--- src/rtl/pio_hsimple_pkg.sv ---
// pio_hsimple_pkg
// Shared types and constants for the PIO HSIMPLE master.
//   pioState_e : master FSM states
//   ADDR_W     : PIO address width
//   DATA_W     : PIO data width
//   ERR_RDATA  : read data returned on writes and on timed-out transactions
package pio_hsimple_pkg;

  localparam int ADDR_W = 32;
  localparam int DATA_W = 32;

  localparam logic [DATA_W-1:0] ERR_RDATA = '0;

  typedef enum logic [1:0] {
    IDLE = 2'd0,
    WREQ = 2'd1,
    RREQ = 2'd2,
    RSP  = 2'd3
  } pioState_e;

endpackage

--- src/rtl/hsimple_timeout_ctr.sv ---
// hsimple_timeout_ctr
// Counts cycles spent in a request state and flags when LIMIT is reached.
//   clk     : clock, rising edge
//   reset   : asynchronous active-low reset
//   clear   : synchronous clear (command accept)
//   enable  : count this cycle (master is in WREQ/RREQ)
//   expired : count has reached LIMIT
module hsimple_timeout_ctr #(
  parameter int LIMIT = 255
) (
  input  logic clk,
  input  logic reset,
  input  logic clear,
  input  logic enable,
  output logic expired
);

  localparam logic [15:0] LIM = 16'(LIMIT);

  logic [15:0] count;

  // Holds at LIMIT so a stalled enable can never wrap back through zero.
  always_ff @(posedge clk or negedge reset) begin
    if (!reset)                 count <= '0;
    else if (clear)             count <= '0;
    else if (enable && !expired) count <= count + 16'd1;
  end

  assign expired = (count == LIM);

endmodule

--- src/rtl/pio_hsimple_master.sv ---
// pio_hsimple_master
// Host-side initiator for a Kiwi PIO register file. Each command on the
// cmd channel becomes one HSIMPLE req/ack transaction on the read or write
// port pair; exactly one response is returned per command. Transactions
// that see no ack within TIMEOUT_CYCLES req-high cycles are abandoned and
// reported with rsp_error, and counted in err_count (saturating).
//   clk, reset                   : clock, async active-low reset
//   cmd_valid/ready/write/addr/wdata : command channel
//   rsp_valid/ready/rdata/write/error : response channel
//   pioRegfileRead_*             : HSIMPLE read port to the slave
//   pioRegfileWrite_*            : HSIMPLE write port to the slave
//   busy                         : FSM not idle
//   err_count                    : timeouts since reset
module pio_hsimple_master
  import pio_hsimple_pkg::*;
#(
  parameter int TIMEOUT_CYCLES = 255,
  parameter int ERRW           = 16
) (
  input  logic              clk,
  input  logic              reset,

  input  logic              cmd_valid,
  output logic              cmd_ready,
  input  logic              cmd_write,
  input  logic [ADDR_W-1:0] cmd_addr,
  input  logic [DATA_W-1:0] cmd_wdata,

  output logic              rsp_valid,
  input  logic              rsp_ready,
  output logic [DATA_W-1:0] rsp_rdata,
  output logic              rsp_write,
  output logic              rsp_error,

  output logic [ADDR_W-1:0] pioRegfileRead_addr,
  output logic              pioRegfileRead_req,
  input  logic              pioRegfileRead_ack,
  input  logic [DATA_W-1:0] pioRegfileRead_return,

  output logic [ADDR_W-1:0] pioRegfileWrite_addr,
  output logic [DATA_W-1:0] pioRegfileWrite_data,
  output logic              pioRegfileWrite_req,
  input  logic              pioRegfileWrite_ack,

  output logic              busy,
  output logic [ERRW-1:0]   err_count
);

  pioState_e state;
  logic      accept;
  logic      expired;

  assign cmd_ready = (state == IDLE);
  assign accept    = cmd_valid && cmd_ready;

  hsimple_timeout_ctr #(.LIMIT(TIMEOUT_CYCLES)) uTimeout (
    .clk     (clk),
    .reset   (reset),
    .clear   (accept),
    .enable  (state == WREQ || state == RREQ),
    .expired (expired)
  );

  // The first cycle of WREQ/RREQ only launches req (req rises one edge after
  // accept); acks are honoured only while our own req is high, so stray or
  // late acks fall through every branch untouched.
  always_ff @(posedge clk or negedge reset) begin
    if (!reset) begin
      state                <= IDLE;
      pioRegfileRead_addr  <= '0;
      pioRegfileRead_req   <= 1'b0;
      pioRegfileWrite_addr <= '0;
      pioRegfileWrite_data <= '0;
      pioRegfileWrite_req  <= 1'b0;
      rsp_valid            <= 1'b0;
      rsp_rdata            <= '0;
      rsp_write            <= 1'b0;
      rsp_error            <= 1'b0;
      busy                 <= 1'b0;
      err_count            <= '0;
    end else begin
      case (state)
        IDLE: begin
          if (cmd_valid) begin
            busy <= 1'b1;
            if (cmd_write) begin
              state                <= WREQ;
              pioRegfileWrite_addr <= cmd_addr;
              pioRegfileWrite_data <= cmd_wdata;
            end else begin
              state               <= RREQ;
              pioRegfileRead_addr <= cmd_addr;
            end
          end
        end

        WREQ: begin
          if (!pioRegfileWrite_req) begin
            pioRegfileWrite_req <= 1'b1;
          end else if (pioRegfileWrite_ack) begin
            pioRegfileWrite_req <= 1'b0;
            state               <= RSP;
            rsp_valid           <= 1'b1;
            rsp_rdata           <= ERR_RDATA;
            rsp_write           <= 1'b1;
            rsp_error           <= 1'b0;
          end else if (expired) begin
            pioRegfileWrite_req <= 1'b0;
            state               <= RSP;
            rsp_valid           <= 1'b1;
            rsp_rdata           <= ERR_RDATA;
            rsp_write           <= 1'b1;
            rsp_error           <= 1'b1;
            if (err_count != '1) err_count <= err_count + ERRW'(1);
          end
        end

        RREQ: begin
          if (!pioRegfileRead_req) begin
            pioRegfileRead_req <= 1'b1;
          end else if (pioRegfileRead_ack) begin
            pioRegfileRead_req <= 1'b0;
            state              <= RSP;
            rsp_valid          <= 1'b1;
            rsp_rdata          <= pioRegfileRead_return;
            rsp_write          <= 1'b0;
            rsp_error          <= 1'b0;
          end else if (expired) begin
            pioRegfileRead_req <= 1'b0;
            state              <= RSP;
            rsp_valid          <= 1'b1;
            rsp_rdata          <= ERR_RDATA;
            rsp_write          <= 1'b0;
            rsp_error          <= 1'b1;
            if (err_count != '1) err_count <= err_count + ERRW'(1);
          end
        end

        RSP: begin
          if (rsp_ready) begin
            state     <= IDLE;
            rsp_valid <= 1'b0;
            busy      <= 1'b0;
          end
        end

        default: state <= IDLE;
      endcase
    end
  end

endmodule

--- config.mk ---
export PLATFORM = sky130hd
export DESIGN_NAME = pio_hsimple_master
export DESIGN_NICKNAME = d
export VERILOG_FILES = /design/src/rtl/pio_hsimple_pkg.sv /design/src/rtl/hsimple_timeout_ctr.sv /design/src/rtl/pio_hsimple_master.sv
export SDC_FILE = /design/constraint.sdc
export NUM_CORES = 1
export LEC_CHECK = 0
export ABC_AREA = 1
export CAP_MARGIN = 20
export CORE_ASPECT_RATIO = 0.5
export CORE_MARGIN = 8
export CORE_UTILIZATION = 50
export CTS_CLUSTER_SIZE = 30
export DETAILED_ROUTE_END_ITERATION = 16
export PLACE_DENSITY = 0.91
export SYNTH_ARGS = -nofsm -noshare
export SYNTH_HDL_FRONTEND = slang
export SYNTH_SLANG_ARGS = --single-unit
--- constraint.sdc ---
create_clock -name clk -period 3.6 [get_ports clk]
set_input_delay 0.54 -clock clk [delete_from_list [all_inputs] [get_ports clk]]
set_output_delay 0.54 -clock clk [all_outputs]
set_load 0.02 [all_outputs]
# After elaboration in Yosys (flattened, before gate mapping)
# Cells that the tools add are included.
# op_classes
bitwise_logic,1
reduce_logical,17
mux,51
n_addsub,2
n_eq_ne,13
# op_table
cell,count
32-bit 2-to-1 mux,5
16-bit 2-to-1 mux,8
32-bit one-hot mux with 2 select lines,1
"16-bit by 1-bit adder with 16-bit output, second input constant",2
16-bit one-hot mux with 2 select lines,1
1-bit 2-to-1 mux,23
"16-bit by 8-bit == test with 1-bit output, second input constant",1
2-bit 2-to-1 mux,8
"16-bit inequality test, second input constant",1
"2-bit inequality test, second input constant",6
3-bit AND reduction,4
5-bit AND reduction,2
2-bit one-hot mux with 4 select lines,1
4-bit AND reduction,2
"3-bit by 2-bit inequality test with 1-bit output, second input constant",2
1-bit one-hot mux with 2 select lines,3
2-bit nonzero test,3
"2-bit == test, second input constant",2
1-bit one-hot mux with 3 select lines,1
3-bit nonzero test,1
"2-bit by 1-bit == test with 1-bit output, second input constant",1
1-bit logical AND,2
2-bit zero test,1
1-bit zero test,1
2 further kinds,2
# word_totals
regBits,168
word_cells,97
out_inout_bits,151

# Depth between registers and ports, before layout
# Gate-level depths: netlist (run 1).
# logic_depth
word_depth,6
ltp_mapped,11
depth_no_buf,11

# Cells and area by module
# From an unflattened synthesis (run 1), not the netlist that was laid out.
# hier_totals
hier_cells,831
hier_area_um2,7589.8
# by_module_without_submodules
mod,cells_per_inst,area_each_um2,seq_area_each_um2,instances
pio_hsimple_master,673,6528.8,3803.6,1
hsimple_timeout_ctr,158,1061.0,400.4,1

# Least setup slack after synthesis (run 1)
# OpenSTA, ideal clock, no wires.
# synth_path
kind,reg-to-reg
startpoint,register state[0]
endpoint,register pioRegfileRead_addr[10]
setup_ns,0.130
t_required_ns,3.470
t_arrival_ns,1.716
stages_incl_launch_ff,9
synth_period_minus_slack_ns,1.846
n_path_buf,2
path_slack_ns,1.754
path_cell_list,dfrtp_1 inv_1 ha_1 nand2_4 or2_2 buf_2 clkbuf_1 nand2_1 o21ai_0
# synth_between
elab_chain_cells,2
# synth_lines
item,line,rtl
start: declaration,pio_hsimple_master.sv:49,pioState_e state;
start signal: assignment,pio_hsimple_master.sv:69,state <= IDLE;
start signal: assignment,pio_hsimple_master.sv:87,state <= WREQ;
start signal: assignment,pio_hsimple_master.sv:91,state <= RREQ;
2-bit zero test,--,
named net cmd_ready,pio_hsimple_master.sv:24,"output logic cmd_ready,"
3-bit AND reduction (no line),--,
end signal: assignment,pio_hsimple_master.sv:92,pioRegfileRead_addr <= cmd_addr;
end: declaration,pio_hsimple_master.sv:35,"output logic [ADDR_W-1:0] pioRegfileRead_addr,"
# The timed path passes the listed nets, and every way through them passes these cells.
# A chain may end at the register's enable or synchronous reset.

# Worst setup path in the final report (run 1)
# layout_path
startpoint,register state[1]
endpoint,output cmd_ready
# layout_between
elab_chain_cells,1
# layout_lines
item,line,rtl
2-bit zero test,pio_hsimple_master.sv:53,assign cmd_ready = (state == IDLE);
end: declaration,pio_hsimple_master.sv:24,
# Every way passes these cells.

==> flow_summary.toml, run 1 <==
[sta]
fmax_ghz = 0.403
hold_violations = 0
setup_viol = 0
worstMarginPinSlew_ps = 1060
maxSlewViolCount = 0
fin_skew_ps = 16.7
min_period_over_period = 0.689
worst_slew_margin_rel = 0.293
rsz0062_at_grt = "no"
finalSetupTns_ps = 0
period_needed_ps = 2480

[final_layout]
drive_gt1_frac = 0.0842
area_growth_pct = 43.5
nNetsFinal = 1178
final_cells = 1280
fin_util = 0.739

[logic_synthesis]
synth_edf_count = 0
yosys_most_used_dff = "dfrtp_1"
synth_cell_types = 32
netlist_area_sq_um = 7510
synth.avg_cell_area_sq_um = 9.12
async_flop_share = 1.00
ys_seq_area_frac = 0.560
ys_ff_latch = 168
yosys_warnings = 0
syn_nets = 934
syn_inst = 824

[floorplan]
start_util = 0.515
fp.dieH_microns = 103
rows = 31
coreArea_sq_um = 14600
die_x_microns = 189
die_area_sq_um = 19400
pin_count = 254

[clocking]
cts_max_level = 4
cts_tree = "done"
cts_made_buffers = 17
cts.sinks = 168
cts-root-buf = "clkbuf_16"
path_clk_slew_ps = 70
clock_latency_ps = 430
clockBufferDepth = 2
cts_setup_buffers = 0
postCtsHoldBufs = 0
cts-resized-gates = 0

[critical_path]
crit_required_ps = 3060
cp_max_fo = 4
endpoint_kind = "output port"
worstSetupPathType = "flip-flop to output port"
arrival_ps = 1940
worst_setup_path_start_kind = "flip-flop"

[route]
firstDrtPassIters = 5
drtIter0Drc = 443
dr_total_vias = 6515
remaining_drc_errors = 0
ant_nets = 0
wl_per_cell_microns = 16.9
via_per_inst = 5.09
finalWirelength_microns = 21700

[power]
p_leak_nw = 5.10
ir_drop_uv = 543
powerDensity_nw_per_um2 = 849
finalPower_mw = 9.16

[status]
outcome = "completed"

[job]
drv_cap = 0

[placed_design]
io_buffers = 253
post-place-cells = 1246
dp_hpwl_microns = 15300
gp_congestion = 0.883

[global_route]
grt_overflow = 0
grt_max_degree = 97
grt_first_pass_wirelength_microns = 34000
grt_pass1_vias = 6792
track_usage = 0.217
antenna_found_initial = 0

[worst_hold_path]
hold_path_class = "primary input to async pin"
-- report_power, final --
group / internal [mW] / total [mW] / switching (mW) / leakage [nW]
registers: 2.62 / 3.08 / 0.464 / 2.15
clock network: 1.13 / 1.96 / 0.835 / 0.308
logic: 1.82 / 4.11 / 2.29 / 2.65
total: 5.57 / 9.16 / 3.59 / 5.10
-- metal layers --
layer,up-vias,track usage,routed length (microns)
li1,3115,-,-
met1,3153,0.247,8670
met2,203,0.398,11300
met3,44,0.0506,1170
met4,0,0.0830,511
met5,-,0,0
-- metrics by stage --
| step | hold WS, ps | worst slack [ps] | instance area, sq um |
|---|---|---|---|
| 6_report | 100 | 1120 | 10800 |
| 5_1_grt | 141 | 912 | 10800 |
| 4_1_cts | 138 | 1080 | 10800 |
| 3_5_place_dp | 473 | 920 | 10100 |
| 3_3_place_gp | 458 | 973 | 10100 |
| 2_1_floorplan | 244 | 1750 | 7510 |
-- logic make-up after synthesis --
group                    synth area share
AND/OR/NAND/NOR                     0.238
multiplexers                       0.0480
flip-flops                          0.560
AO/OA/AOI/OAI                      0.0593
XOR/XNOR                           0.0198
adder cells (fa/ha/maj)            0.0117
buffers and inverters              0.0636
-- worst max-delay path, stage by stage (launching register included) --
cell,delay [ps]
dfrtp_1,410
inv_1,140
ha_1,300
clkdlybuf4s50_1,660
-- cell type report --
cell class,count,area (sq um)
inverter,69,264
antenna,1,2.50
multi-input combinational,555,2840
timing repair buffer,257,2600
tap,198,248
clock buffer,17,425
fill,990,3800
clock inverter,15,205
sequential,168,4200
-- state kept, by name, indices dropped and copies added (netlist names), 2 cells and up --
signal	cells
pioRegfileRead_addr	32
pioRegfileWrite_data	32
rsp_rdata	32
uTimeout.count	16
pioRegfileWrite_addr	32
state	2
err_count	16
-- final timing paths --
check / startpoint / endpoint / slack, ps / depth (start not counted)
max in group asynchronous: reset / pioRegfileWrite_data[19] / 2580 / 2
hold / removal: reset / pioRegfileWrite_data[31] / 100 / 1
min in group clk: pioRegfileWrite_addr[4] / pioRegfileWrite_addr[4] / 490 / 2
setup / recovery: state[1] / cmd_ready / 1120 / 3
setup reg to reg: state[1] / pioRegfileWrite_data[6] / 1130 / 6
hold reg to reg: pioRegfileWrite_addr[4] / pioRegfileWrite_addr[4] / 490 / 2
-- layout by cell type (no fill, tap or decap), types with 7 or more instances in the layout --
cell type	instances
nand2_1	265
clkdlybuf4s50_1	252
dfrtp_1	168
o21ai_0	75
nand3_1	72
inv_1	64
nor2_1	47
mux2_2	32
clkbuf_16	17
xor2_1	10
nand4_1	8
inv_6	7
xnor2_1	7
ha_1	7
-- cells in the mapped netlist, types with 3 or more instances --
cell type  instances  share of area
nand3_1           72          0.048
clkbuf_1           9         0.0045
nand2_4            4         0.0060
dfrtp_1          168           0.56
ha_1               7          0.012
nand4_1            8         0.0067
o21bai_1           5         0.0050
nor2_1            48          0.024
buf_6              8          0.012
buf_2             14         0.0093
o21ai_0           75          0.050
inv_2              3         0.0015
mux2_2            32          0.048
inv_1             64          0.032
xor2_1            10          0.012
xnor2_1            7         0.0082
nand2_1          265           0.13
No activity file was read; power rests on OpenSTA's default activity.
==> run 2: changes to the inputs <==
Settings changed: CORE_UTILIZATION 50 to 46, PLACE_DENSITY 0.91 to 0.85.
Clock period 3.6 ns to 2.5 ns, I/O delays scaled along.
==> run 2 against run 1 <==
Final area grew 0.35%. Clock skew fell by 3.6 ps. First-iteration DRC count fell by 8.4%. Routed wire length shrank 3.6%. Largest cell class unchanged.
==> flow_summary.toml, run 2 (same netlist as run 1, synthesis figures left out) <==
[global_route]
grt_util_met1 = 0.236
grt_overflow = 0
grt_first_pass_wirelength_microns = 33500
grt.met2_usage = 0.343
track_usage = 0.196
antenna_found_initial = 0
grt_max_degree = 71
grt_pass1_vias = 6417
grt_util_met3 = 0.0555
busiest_layer = "met2"

[clocking]
path_clk_slew_ps = 70
clockBufferDepth = 2
cts-resized-gates = 0
cts_max_level = 4
postCtsHoldBufs = 1
cts.sinks = 168
cts_tree = "done"
clock_latency_ps = 420
cts-root-buf = "clkbuf_16"
cts_setup_buffers = 0
cts_made_buffers = 17

[sta]
finalSetupTns_ps = 0
worstMarginPinSlew_ps = 652
fmax_ghz = 0.436
period_needed_ps = 2300
setup_viol = 0
fin_skew_ps = 13.1
maxSlewViolCount = 0
min_period_over_period = 0.918
hold_violations = 0
rsz0062_at_grt = "no"
worst_slew_margin_rel = 0.565

[route]
ant_nets = 0
drtIter0Drc = 406
finalWirelength_microns = 20900
remaining_drc_errors = 0
via_per_inst = 4.85
dr_total_vias = 6376
firstDrtPassIters = 5
wl_per_cell_microns = 15.9

[final_layout]
area_growth_pct = 44.0
n_antenna_cell = 0
layout_common_cells = "265 x nand2_1, 252 x clkdlybuf4s50_1, 168 x dfrtp_1"
drive_gt1_frac = 0.0892
nNetsFinal = 1186
fillers = 1249
stdcell_area_sq_um = 10800
final_common_cell = "nand2_1"

[placed_design]
dp_hpwl_microns = 15500
gp_congestion = 0.892
io_buffers = 253
placed_cell_area_sq_um = 10200

[job]
drv_cap = 0

[floorplan]
coreArea_sq_um = 16200
die_area_sq_um = 20900
die_x_microns = 197
start_util = 0.464
pin_count = 254
rows = 33
fp.dieH_microns = 106

[critical_path]
arrival_ps = 1920
worstSetupPathType = "flip-flop to output port"
worst_setup_path_start_kind = "flip-flop"
cp_max_fo = 4
endpoint_kind = "output port"
crit_required_ps = 2120

[worst_hold_path]
hold_path_class = "flip-flop to flip-flop"

[power]
clkPwrFrac = 0.198
seq_power_share = 0.345
p_switching_mw = 5.04
powerDensity_nw_per_um2 = 1190
p_int_mw = 7.80
power_frac_comb = 0.457
ir_drop_uv = 780
p_leak_nw = 5.10
switching_share = 0.393

[status]
outcome = "completed"
==> run 2: cell types whose count changed in the layout (fill, tap and decap cells not counted), moves of 2 or more <==
cell / previous run / this run
buf_12: 1 / 3
buf_4: 2 / 8
bufinv_16: 3 / 1
clkinvlp_4: 1 / 5
inv_6: 7 / 4
==> run 2: per-layer routing <==
metal | share of wire | vias up | wire, microns
met5 | 0 | - | 0
met1 | 0.41 | 3067 | 8580
met2 | 0.52 | 163 | 10800
met3 | 0.057 | 22 | 1200
met4 | 0.013 | 0 | 278
li1 | - | 3124 | -
==> run 2: worst paths after layout <==
path,startpoint,to,slack [ps],cells after the start
max in group asynchronous,reset,err_count[11],1200,3
worst max register to register,state[0],pioRegfileWrite_addr[10],380,8
worst max-delay path,state[0],cmd_ready,200,3
worst min-delay path,pioRegfileWrite_addr[14],pioRegfileWrite_addr[14],490,2
min in group asynchronous,reset,uTimeout.count[6],520,2
worst min register to register,pioRegfileWrite_addr[14],pioRegfileWrite_addr[14],490,2
==> run 2: final cells by class <==
| cell class | count | area, sq um | share of cell area |
|---|---|---|---|
| Tap cell | 227 | 284 | 0.0262 |
| Clock buffer | 17 | 425 | 0.0393 |
| Timing Repair Buffer | 265 | 2660 | 0.246 |
| Clock inverter | 14 | 141 | 0.0131 |
| Inverter | 69 | 264 | 0.0244 |
| Sequential cell | 168 | 4200 | 0.389 |
| Multi-Input combinational cell | 555 | 2840 | 0.262 |
==> run 2: metrics by stage <==
| step | worst slack (ps) | std cells | total power, mW | utilization | hold WS (ps) |
|---|---|---|---|---|---|
| final | 204 | 1315 | 12.8 | 0.669 | 486 |
| after global placement | 405 | 1283 | 10.2 | 0.633 | 428 |
| after detailed placement | 309 | 1283 | 10.4 | 0.633 | 441 |
| after global routing | 125 | 1315 | 13.6 | 0.669 | 487 |
| after floorplan | 654 | 824 | 7.54 | - | 79.4 |
| after CTS | 194 | 1315 | 13.0 | 0.669 | 470 |
==> run 2: critical path, cell delays in order, from the launching register on <==
cell	delay, ps
dfrtp_1	410
inv_1	150
ha_1	280
clkdlybuf4s50_1	660
==> run 2: power by group through the flow <==
| stage | Combinational, mW | Clock (mW) | Sequential (mW) |
|---|---|---|---|
| 6_report | 5.87 | 2.55 | 4.43 |
| 2_1_floorplan | 1.98 | 0 | 5.56 |
| 5_1_grt | 6.30 | 2.71 | 4.56 |
| 3_5_place_dp | 5.92 | 0 | 4.45 |
| 4_1_cts | 5.94 | 2.60 | 4.42 |
| 3_3_place_gp | 5.77 | 0 | 4.40 |
